==> config.mk <==
export PLATFORM = sky130hd
export DESIGN_NAME = flappy_game_engine
export DESIGN_NICKNAME = d
export VERILOG_FILES = /design/src/rtl/flappy_pkg.sv /design/src/rtl/flappy_lfsr.sv /design/src/rtl/flappy_game_engine.sv
export SDC_FILE = /design/constraint.sdc
export NUM_CORES = 1
export LEC_CHECK = 0
export CAP_MARGIN = 30
export CELL_PAD_IN_SITES_DETAIL_PLACEMENT = 0
export CELL_PAD_IN_SITES_GLOBAL_PLACEMENT = 1
export CORE_ASPECT_RATIO = 0.5
export CORE_UTILIZATION = 47
export CTS_CLUSTER_DIAMETER = 50
export DETAILED_ROUTE_END_ITERATION = 8
export GPL_ROUTABILITY_DRIVEN = 0
export PLACE_DENSITY_LB_ADDON = 0.1
export SLEW_MARGIN = 15
export SYNTH_ARGS = -nofsm -noshare
export SYNTH_HDL_FRONTEND = slang
export SYNTH_SLANG_ARGS = --single-unit
==> constraint.sdc <==
create_clock -name clk -period 12.05 [get_ports clk]
set_clock_uncertainty 0.05 [all_clocks]
set_input_delay 1.8075 -clock clk [delete_from_list [all_inputs] [get_ports clk]]
set_output_delay 1.8075 -clock clk [all_outputs]
set_load 0.005 [all_outputs]
==> src/rtl/flappy_pkg.sv <==
// Shared constants, state encoding and the game-state record for the
// flappy game engine. All geometry is in screen pixels (640x480 frame).
package flappy_pkg;

  // Horizontal geometry (10-bit, pipe_x domain)
  localparam logic [9:0] BIRD_X     = 10'd100;
  localparam logic [9:0] BIRD_SIZE  = 10'd8;
  localparam logic [9:0] PIPE_W     = 10'd40;
  localparam logic [9:0] SCREEN_W   = 10'd640;
  localparam logic [9:0] PIPE_SPEED = 10'd2;
  localparam logic [9:0] SCORE_X    = 10'd60;

  // Vertical geometry (9-bit, bird_y / hole_y domain)
  localparam logic [8:0] GAP_H    = 9'd100;
  localparam logic [8:0] FLOOR_Y  = 9'd472;
  localparam logic [8:0] HOLE_MIN = 9'd40;
  localparam logic [8:0] START_Y  = 9'd240;
  localparam logic [8:0] HOLE_RST = 9'd190;

  // Vertical velocity, pixels per frame
  localparam logic signed [4:0] GRAVITY = 5'sd1;
  localparam logic signed [4:0] FLAP_V  = -5'sd8;
  localparam logic signed [4:0] VEL_MAX = 5'sd8;

  localparam logic [7:0] LFSR_SEED = 8'hA5;

  typedef enum logic [1:0] {
    ST_IDLE = 2'd0,
    ST_PLAY = 2'd1,
    ST_DEAD = 2'd2
  } state_t;

  typedef struct packed {
    logic        [8:0] bird_y;
    logic signed [4:0] vel;
    logic        [9:0] pipe_x;
    logic        [8:0] hole_y;
    logic        [7:0] score;
    logic              scored;  // current pipe already counted
  } game_t;

endpackage

==> src/rtl/flappy_lfsr.sv <==
// 8-bit Fibonacci LFSR, x^8+x^6+x^5+x^4+1, free running every clk.
// Ports: clk, rst_n (sync, active low, loads LFSR_SEED), value[7:0].
module flappy_lfsr
  import flappy_pkg::*;
(
  input  logic       clk,
  input  logic       rst_n,
  output logic [7:0] value
);

  always_ff @(posedge clk) begin
    if (!rst_n) value <= LFSR_SEED;
    else        value <= {value[6:0], value[7] ^ value[5] ^ value[4] ^ value[3]};
  end

endmodule

==> src/rtl/flappy_game_engine.sv <==
// Flappy-bird game state engine. Advances once per video frame (vsync rise):
// bird physics, pipe scroll, scoring, collision and IDLE/PLAY/DEAD FSM.
// Ports:
//   clk, rst_n       pixel clock, synchronous active-low reset
//   vsync            vertical sync, active high (frame tick on its rise)
//   flap             flap button level, synchronous to clk
//   bird_y           bird top row (box x 100..107, y bird_y..bird_y+7)
//   hole_y           top row of pipe gap (gap hole_y..hole_y+100)
//   pipe_x           pipe left column (pipe pipe_x..pipe_x+39)
//   score            pipes passed, saturating at 255
//   game_over        high while in DEAD
module flappy_game_engine
  import flappy_pkg::*;
(
  input  logic       clk,
  input  logic       rst_n,
  input  logic       vsync,
  input  logic       flap,
  output logic [8:0] bird_y,
  output logic [8:0] hole_y,
  output logic [9:0] pipe_x,
  output logic [7:0] score,
  output logic       game_over
);

  logic   vsync_q, flap_q, pending;
  logic   tick, flap_edge;
  state_t state, state_n;
  game_t  g, g_n, phys, idle_g;
  logic   dies;
  logic [7:0] lfsr;

  assign tick      = vsync & ~vsync_q;
  assign flap_edge = flap & ~flap_q;

  flappy_lfsr u_lfsr (
    .clk   (clk),
    .rst_n (rst_n),
    .value (lfsr)
  );

  // Round-start values; the gap position carries over from the last round.
  always_comb begin
    idle_g        = g;
    idle_g.bird_y = START_Y;
    idle_g.vel    = '0;
    idle_g.pipe_x = SCREEN_W;
    idle_g.score  = '0;
    idle_g.scored = 1'b0;
  end

  // One frame of play, computed from the current state.
  logic signed [4:0] vel_cur;
  logic signed [9:0] y_sum;
  logic              floor_hit, x_ovl, y_out;

  assign vel_cur = g.vel;

  always_comb begin
    phys      = g;
    floor_hit = 1'b0;

    phys.vel = pending ? FLAP_V :
               (vel_cur >= VEL_MAX) ? VEL_MAX : vel_cur + GRAVITY;

    y_sum = $signed({1'b0, g.bird_y}) + $signed({{5{phys.vel[4]}}, phys.vel});
    if (y_sum < 10'sd0) begin
      phys.bird_y = '0;                       // ceiling is a soft stop
    end else if (y_sum >= $signed({1'b0, FLOOR_Y})) begin
      phys.bird_y = FLOOR_Y;
      floor_hit   = 1'b1;
    end else begin
      phys.bird_y = y_sum[8:0];
    end

    if (g.pipe_x <= PIPE_SPEED) begin
      phys.pipe_x = SCREEN_W;
      phys.hole_y = HOLE_MIN + {1'b0, lfsr};
      phys.scored = 1'b0;
    end else begin
      phys.pipe_x = g.pipe_x - PIPE_SPEED;
    end

    if (phys.pipe_x <= SCORE_X && !phys.scored) begin
      phys.scored = 1'b1;
      if (g.score != 8'hFF) phys.score = g.score + 8'd1;
    end

    // Collision on post-update positions; a score on the same frame still counts.
    x_ovl = (phys.pipe_x < BIRD_X + BIRD_SIZE) &&
            ({1'b0, phys.pipe_x} + {1'b0, PIPE_W} > {1'b0, BIRD_X});
    y_out = (phys.bird_y < phys.hole_y) ||
            ({1'b0, phys.bird_y} + (BIRD_SIZE - 10'd1) > {1'b0, phys.hole_y} + {1'b0, GAP_H});
    dies  = floor_hit || (x_ovl && y_out);
  end

  // Next-state / next-game selection, gated by the frame tick.
  always_comb begin
    state_n = state;
    g_n     = g;
    if (tick) begin
      unique case (state)
        ST_IDLE: if (pending) begin
          g_n     = phys;
          state_n = dies ? ST_DEAD : ST_PLAY;
        end
        ST_PLAY: begin
          g_n     = phys;
          state_n = dies ? ST_DEAD : ST_PLAY;
        end
        ST_DEAD: if (pending) begin
          g_n     = idle_g;
          state_n = ST_IDLE;
        end
        default: begin
          g_n     = idle_g;
          state_n = ST_IDLE;
        end
      endcase
    end
  end

  always_ff @(posedge clk) begin
    if (!rst_n) begin
      vsync_q   <= 1'b0;
      flap_q    <= 1'b0;
      pending   <= 1'b0;
      state     <= ST_IDLE;
      g         <= '{bird_y: START_Y, vel: '0, pipe_x: SCREEN_W,
                     hole_y: HOLE_RST, score: '0, scored: 1'b0};
      game_over <= 1'b0;
    end else begin
      vsync_q   <= vsync;
      flap_q    <= flap;
      // A press landing on the tick itself is kept for the next frame.
      pending   <= tick ? flap_edge : (pending | flap_edge);
      state     <= state_n;
      g         <= g_n;
      game_over <= (state_n == ST_DEAD);
    end
  end

  assign bird_y = g.bird_y;
  assign hole_y = g.hole_y;
  assign pipe_x = g.pipe_x;
  assign score  = g.score;

endmodule

==> run summary, run 1 <==
Outcome: completed
Yosys top cell by area: dfxtp_1
Async set or reset register ratio after synthesis: 0%
FF+latch count, synth: 56
Syn_area_per_cell: 7.86 um^2
Post-Place Cells: 670
RSZ-0062 raised after global routing: false
Final worst setup slack: 6.04 ns
Synth cell count leaders: dfxtp_1, nor2_1, nand2_1, a21oi_1, ha_1
Post-cts hold buffer count: 0
Final HPWL DP: 8420 um
Worst-path fanout max: 9
Post-DRT Antenna Nets: 0
Die H: 71.2 um
Clk_lat worst skew: 0.31 ns
First-pass GRT wire length: 18,300 um
Via-to-Cell Ratio: 5.81
Clock buffer depth: 2
Final hold violation count: 0
Hold Slack: 0.400 ns
TritonCTS clock tree: done
Final Max Slew Viols: 0
Ys Warns: 0
DR iter-0 viols: 302
Number of global-route vias before repair: 3,531
Mapped Area: 0.00450 mm^2
Area growth syn-to-layout: 7.39%
Largest net degree at the start of global routing: 31
CTS root buf: clkbuf_16
Grt total ovfl: 0
Clk sinks: 56
H-tree lvl count: 2
DP Worst Slack: 6.12 ns
1st-pass router iterations: 5
Top cells by area, synth: dfxtp_1, ha_1, buf_4, nor2_1, a21oi_1
Worst slew margin: 35.0%
Diodes inserted: 0
Clk pin slew, worst setup/hold paths: 0.08 ns
Worst VDD drop: 61.1 uV
Worst Max-Slew Pin Slew: 0.972 ns
Slowest cell on crit path: a221oi_1
Share of layout cells above drive strength 1: 5.70%
Max-cap violations: 0
Critical Path Start Type: flop
Core ar.: 0.00901 mm^2
Fin Setup TNS: 0 ns
Net Count, Synth: 615
HP Class: reg -> reg
Period Utilization, post-route: 49.8%
Resize count post-CTS: 0
Total number of vias: 3,942
Period minus WS final: 6.01 ns
Initial core utilization: 50.0%
Critical Path End Type: flop
DIE WIDTH: 140 um
Final setup fails: 0
Crit-path max cell delay: 0.57 ns
Worst EP required: 12.25 ns
Num ports: 41
Power Dens Cells: 127 mW/mm^2
Total setup buffers inserted after CTS: 0
Final Non-Filler Cells: 678
Total die area: 0.0100 mm^2
GRT Total Usage: 23.1%
PortBufs: 40
Routed WL per cell: 16.5 um
Post-synth EDFFs: 0
Yosys top cell area share: 24.9%
WL final: 11,200 um
Register area share after synthesis: 24.9%
DRC viols: 0
Fmax achieved: 167 MHz
Ys flop type: dfxtp_1
Crit path DAT: 6.20 ns
Critical path, cell by cell: ha_1 -> nand3_1 -> a21oi_1 -> inv_1 -> ha_1 -> o211a_1 -> a211oi_1 -> a311oi_1 -> a221oi_1 -> or3_1 -> nand3_1 -> ha_1 -> nand2_1 -> nand3_1 -> o21a_1 -> a211oi_1 -> ha_1 -> nand3_1 -> nor2_1 -> nand4b_1 -> o211ai_1 -> a2111o_1 -> o221ai_2 -> a21boi_1
Synthesized instance count: 573
Antenna violations before repair: 0
CTS Buf Count: 5
Worst setup path category: reg -> reg
FP Rows: 24
Netlist cell types: 68
Leak: 0.00194 uW
Nets: 602
-- cell families (layout without fill, tap and decap cells) --
family	after synthesis	in the layout	share of synthesized area, %
simple gates	211	211	24.4
compound gates	147	147	22.9
mux	5	5	1.11
buf+inv	90	78	11.0
other cells	1	1	0.0833
flops	56	56	24.9
fa+ha+maj	38	38	10.7
xor+xnor	25	25	4.86
-- where the power goes --
| group | switching, uW | internal [uW] |
|---|---|---|
| Clock | 82.3 | 80.6 |
| Combinational | 142 | 103 |
| Sequential | 12.4 | 195 |
-- placed cells by master, fill, tap and decap left out, drive strengths merged, types with 8 or more instances in the layout --
| cell type | netlist | layout |
|---|---|---|
| nor2 | 58 | 58 |
| clkdlybuf4s50 | 0 | 40 |
| o21ai | 26 | 26 |
| dfxtp | 56 | 56 |
| nand2 | 43 | 43 |
| and2 | 9 | 9 |
| nand3 | 17 | 17 |
| inv | 25 | 28 |
| or3 | 12 | 12 |
| a21oi | 41 | 41 |
| a211oi | 8 | 8 |
| nor3 | 18 | 18 |
| xor2 | 15 | 15 |
| o211ai | 10 | 10 |
| xnor2 | 10 | 10 |
| ha | 37 | 37 |
| nand2b | 11 | 11 |
-- layer usage --
layer / GRT usage (%) / vias to the layer above / wire length, um
met5: 0 / - / 0
met4: 5.62 / 0 / 144
met3: 3.32 / 14 / 528
met2: 33.8 / 97 / 4410
met1: 35.3 / 1830 / 6120
li1: - / 2001 / -
-- per-stage QoR --
stage / power, uW / util, % / area [um^2]
floorplan: 398 / - / 4500
global placement: 454 / 52.0 / 4680
detailed placement: 453 / 52.0 / 4680
CTS: 617 / 53.7 / 4830
global route: 658 / 53.7 / 4830
finish: 615 / 53.7 / 4830
-- sequential cells by signal, summed over array words and instances (netlist names) --
| name | flops |
|---|---|
| pipe_x | 10 |
| bird_y | 9 |
| hole_y | 9 |
| score | 8 |
| u_lfsr.value | 8 |
| vel_cur | 5 |
| state | 2 |
| flap_q | 1 |
| g | 1 |
| game_over | 1 |
| pending | 1 |
| vsync_q | 1 |
-- final cells by class --
class	instances	area [um^2]
timing repair buffer	44	430
multi-input combinational	427	2890
clock buffer	5	125
fill	874	4170
clock inverter	3	28.8
inverter	26	97.6
sequential	56	1120
tap	117	146
-- critical path, delay by kind of cell (launching register included) --
family	cells	cell delay, ns
DFF	1	0.38
AOI/OAI and AO/OA	11	2.94
and+or+nand+nor	8	1.09
buffers and inverters	1	0.29
adders and majority gates	4	1.19
-- final timing paths --
check | end | depth (start not counted) | slack [ns] | startpoint
setup reg to reg | game_over | 24 | 6.04 | vel_cur[0]
setup / recovery | game_over | 24 | 6.04 | vel_cur[0]
hold / removal | u_lfsr.value[2] | 1 | 0.40 | u_lfsr.value[1]
hold reg to reg | u_lfsr.value[2] | 1 | 0.40 | u_lfsr.value[1]
(Power assumes the default switching activity.)
==> run 2, diff against run 1 <==
CORE_UTILIZATION = 44   (was 47)
clock period = 5.8 ns   (was 12.05 ns; I/O delays follow)
==> run 2 against run 1 <==
Power is 110% higher. Via count is 0.68% higher. Wire length is 3.3% higher. Global-route usage is 0.75 points lower. Worst setup slack worse by 5.7 ns. Critical path type unchanged. Critical endpoint unchanged. Largest cell class unchanged.
==> run summary, run 2 (synthesis gave the netlist of run 1 again) <==
Pint: 805 uW
Reg2reg start: vel_cur[4]
Worst slew margin: 41.4%
Reg2Reg Depth: 26
First-pass GRT wire length: 18,900 um
DR iter-0 viols: 189
Worst-path fanout max: 5
Power Dens Cells: 261 mW/mm^2
Hold Startpoint: u_lfsr.value[1]
Slowest cell on crit path: a2111o_1
Worst Max-Slew Pin Slew: 0.876 ns
Routed WL per cell: 16.5 um
Reg-to-reg slack, setup: 0.37 ns
Critical Path Start Type: flop
Final setup fails: 0
Antenna violations before repair: 0
Final Non-Filler Cells: 704
Area growth syn-to-layout: 10.2%
Most used routing layer in global routing: met2
Share of layout cells above drive strength 1: 8.79%
Sw Ratio: 37.8%
Diodes inserted: 0
Logic pwr share: 42.7%
GR Util met3: 3.98%
Num ports: 41
CTS Buf Count: 5
Final Cell Area: 0.00496 mm^2
Largest net degree at the start of global routing: 31
PortBufs: 40
GRT Total Usage: 22.4%
Final Max Slew Viols: 0
Clk pin slew, worst setup/hold paths: 0.08 ns
WL final: 11,600 um
Reg-to-Reg End: game_over
Final hold violation count: 0
Leak: 0.00197 uW
Post-DP Area: 0.00474 mm^2
Total number of vias: 3,969
Initial core utilization: 46.4%
CP startpoint: vel_cur[4]
1st-pass router iterations: 6
Crit-path max cell delay: 0.41 ns
DIE WIDTH: 145 um
CTS root buf: clkbuf_16
Max-cap violations: 0
Outcome: completed
Worst VDD drop: 119 uV
Clock buffer depth: 2
Hold path cells: 1
Period minus WS final: 5.43 ns
Period Utilization, post-route: 93.6%
Final HPWL DP: 8680 um
Grt total ovfl: 0
Die H: 73.5 um
Post-cts hold buffer count: 0
Total die area: 0.0107 mm^2
Worst setup path category: reg -> reg
Met2 Track Usage GR: 34.8%
Nets: 610
Worst EP required: 5.98 ns
DRC viols: 0
Clk_lat worst skew: 0.30 ns
TritonCTS clock tree: done
Max reg flops: 10
Most frequent cells in the layout: nor2_1, dfxtp_1, nand2_1
Clk sinks: 56
Crit path DAT: 5.62 ns
Fmax achieved: 184 MHz
Worst hold endpoint: u_lfsr.value[2]
Clock network power share: 24.0%
Via-to-Cell Ratio: 5.64
FP Rows: 25
Critical path's most frequent cell: nand3_1
GR Util met1: 31.9%
HP Class: reg -> reg
Most flops, register: pipe_x
Net Switching: 488 uW
Seq pwr share: 33.3%
Number of global-route vias before repair: 3,717
Post-DRT Antenna Nets: 0
Core ar.: 0.00970 mm^2
Critical Path End Type: flop
H-tree lvl count: 2
Post-Place Cells: 693
[run 2: worst max path at each step]
stage	endpoint	slack (ns)	cells past startpoint
6_report	game_over	0.37	26
5_1_grt	game_over	-0.03	27
4_1_cts	game_over	0.05	23
3_5_place_dp	game_over	0.09	23
3_3_place_gp	game_over	0.23	23
2_1_floorplan	game_over	0.62	24
[run 2: power by group through the flow]
stage / sequential (uW) / combinational [uW] / clock [uW]
after global placement: 439 / 525 / 0
after detailed placement: 439 / 522 / 0
after CTS: 430 / 525 / 316
after global routing: 434 / 616 / 337
after floorplan: 425 / 401 / 0
final: 431 / 552 / 310
[run 2: routing by layer]
layer | part of all wire, % | wire, um | vias to the layer above
li1 | - | - | 2010
met5 | 0 | 0 | -
met3 | 5.3 | 613 | 16
met2 | 41 | 4720 | 91
met1 | 52 | 6080 | 1852
met4 | 1.4 | 164 | 0
[run 2: final cells by class]
type | instances | area [um^2]
fill | 990 | 4740
multi-input combinational | 427 | 2930
sequential | 56 | 1120
timing repair buffer | 52 | 490
tap | 135 | 169
clock buffer | 5 | 125
inverter | 26 | 97.6
clock inverter | 3 | 23.8
[run 2: metrics by stage]
stage	power, uW	setup TNS (ns)	utilization, %	hold slack, ns	setup slack, ns
2_1_floorplan	826	0	-	0.361	0.615
3_3_place_gp	964	0	48.9	0.386	0.234
3_5_place_dp	961	0	48.9	0.386	0.0942
4_1_cts	1270	0	50.4	0.416	0.0462
5_1_grt	1390	-0.0302	51.1	0.438	-0.0302
6_report	1290	0	51.1	0.409	0.369
[run 2: timing repair]
item	CTS	global route
setup endpoints to repair	0	3
setup buffers	0	3
resized for setup	0	13
[run 2: worst max-delay path: cells and delay by family, from the launching register on]
family,cells,cell delay (ns)
and+or+nand+nor,11,1.75
buffers and inverters,3,0.28
DFF,1,0.37
AOI/OAI and AO/OA,8,1.77
adders and majority gates,4,1.13
==> run 3, diff against run 2 <==
CORE_UTILIZATION = 40   (was 44)
==> run 3 against run 2 <==
The run now ends with design-rule violations left. Critical endpoint unchanged. Register-to-register slack about the same. First-iteration DRC count up 2.6%. Clock power about the same. Count of clock-buffer cells in the layout up 1. Combinational power up 2%. Fmax down 0.18%. Power up 0.79%. Highest routed layer unchanged. Worst hold slack worse by 0.0035 ns. Largest cell class unchanged. Wire length up 3.1%.
==> run summary, run 3 (synthesis gave the netlist of run 1 again) <==
Outcome: finished with violations
Violated checks: design-rule violations
Final Max Slew Viols: 0
Core ar.: 0.0106 mm^2
Worst slew margin: 37.4%
Clock buffer depth: 2
HP Class: reg -> reg
Post-Place Cells: 697
Worst Max-Slew Pin Slew: 0.935 ns
TritonCTS clock tree: done
Worst setup path category: reg -> reg
Area growth syn-to-layout: 10.4%
First-pass GRT wire length: 19,300 um
Period Utilization, post-route: 93.8%
Final HPWL DP: 8910 um
DIE WIDTH: 152 um
FF+latch area: 0.00112 mm^2
Power Dens Cells: 262 mW/mm^2
Num ports: 41
H-tree lvl count: 2
Max-cap violations: 0
Number of global-route vias before repair: 3,638
CTS root buf: clkbuf_16
Max reg flops: 10
Fin Setup TNS: 0 ns
Critical path, cell by cell: ha_1 -> nand3_1 -> a21oi_2 -> inv_2 -> ha_1 -> a21o_1 -> a2111o_1 -> a2111oi_4 -> or3_4 -> o31ai_2 -> or2_2 -> ha_4 -> nand2_1 -> nand3_2 -> o32ai_1 -> ha_1 -> a21o_1 -> a211oi_1 -> o21ai_0 -> o211ai_1 -> a2111o_1 -> o221ai_2 -> a21boi_1
RSZ-0062 raised after global routing: false
DRC viols: 2
Critical Path Start Type: flop
Clk sinks: 56
Critical Path End Type: flop
WL final: 11,900 um
Total number of vias: 3,939
1st-pass router iterations: 6
PortBufs: 40
Die H: 77.0 um
Critical path's most frequent cell: ha_1
Routed WL per cell: 16.9 um
Total die area: 0.0117 mm^2
Most frequent cells in the layout: nor2_1, dfxtp_1, nand2_1
Largest net degree at the start of global routing: 31
Via-to-Cell Ratio: 5.59
Fmax achieved: 184 MHz
Worst-path fanout max: 9
Final setup fails: 0
Crit-path max cell delay: 0.41 ns
DR iter-0 viols: 194
Crit path DAT: 5.57 ns
Clk pin slew, worst setup/hold paths: 0.07 ns
Most flops, register: pipe_x
Worst VDD drop: 144 uV
Slowest cell on crit path: ha_1
Share of layout cells above drive strength 1: 8.50%
Nets: 607
Leak: 0.00197 uW
Grt total ovfl: 0
Post-cts hold buffer count: 0
Initial core utilization: 42.6%
FP Rows: 26
Area of the multi-input gates: 0.00296 mm^2
Diodes inserted: 0
Hold Slack: 0.406 ns
Number of fill cells: 1,055
Final hold violation count: 0
CTS Buf Count: 5
Final Non-Filler Cells: 705
Period minus WS final: 5.44 ns
Clk_lat worst skew: 0.29 ns
Worst EP required: 5.93 ns
Commonest non-fill, non-tap cell in the layout: nor2_1
Post-DRT Antenna Nets: 0
GRT Total Usage: 20.5%
Antenna violations before repair: 0
[run 3: power by group]
group | switching [uW] | total, uW | internal, uW
combinational | 324 | 561 | 238
clock | 140 | 311 | 171
sequential | 26.2 | 431 | 404
total | 490 | 1300 | 813
[run 3: per-layer routing]
metal  GRT usage (%)  share of wire [%]
met1            31.2                 54
met2            30.3                 40
met3            2.77                4.5
met4            4.18               0.75
met5               0                  0
[run 3: critical path, delay by kind of cell (launching register included)]
kind	cells	cell delay, ns
flops	1	0.37
simple gates	5	0.83
fa+ha+maj	4	1.11
compound gates	13	2.79
buf+inv	1	0.15
[run 3: metrics by stage]
step                power (uW)  utilization (%)  area (um^2)  setup slack, ns
floorplan                  826                -         4500            0.615
global placement           972             44.8         4740            0.213
detailed placement         965             44.8         4740            0.119
CTS                       1280             46.2         4890           0.0592
global route              1390             47.0         4970          0.00460
finish                    1300             47.0         4970            0.359
[run 3: area by class of cell]
cell class / instances / area share (%)
Inverter: 26 / 1.96
Sequential cell: 56 / 22.6
Clock buffer: 6 / 2.79
Tap cell: 140 / 3.52
Timing Repair Buffer: 49 / 9.42
Multi-Input combinational cell: 427 / 59.5
Clock inverter: 1 / 0.176
[run 3: worst paths after layout]
check	from	end	slack (ns)	cells past startpoint
setup reg to reg	vel_cur[0]	game_over	0.36	23
hold reg to reg	u_lfsr.value[1]	u_lfsr.value[2]	0.41	1
hold / removal	u_lfsr.value[1]	u_lfsr.value[2]	0.41	1
setup / recovery	vel_cur[0]	game_over	0.36	23
[run 3: what timing repair did]
action / in CTS / in global routing
gates resized for setup: 0 / 18
endpoints found under the setup margin: 0 / 3
setup buffers: 0 / 1
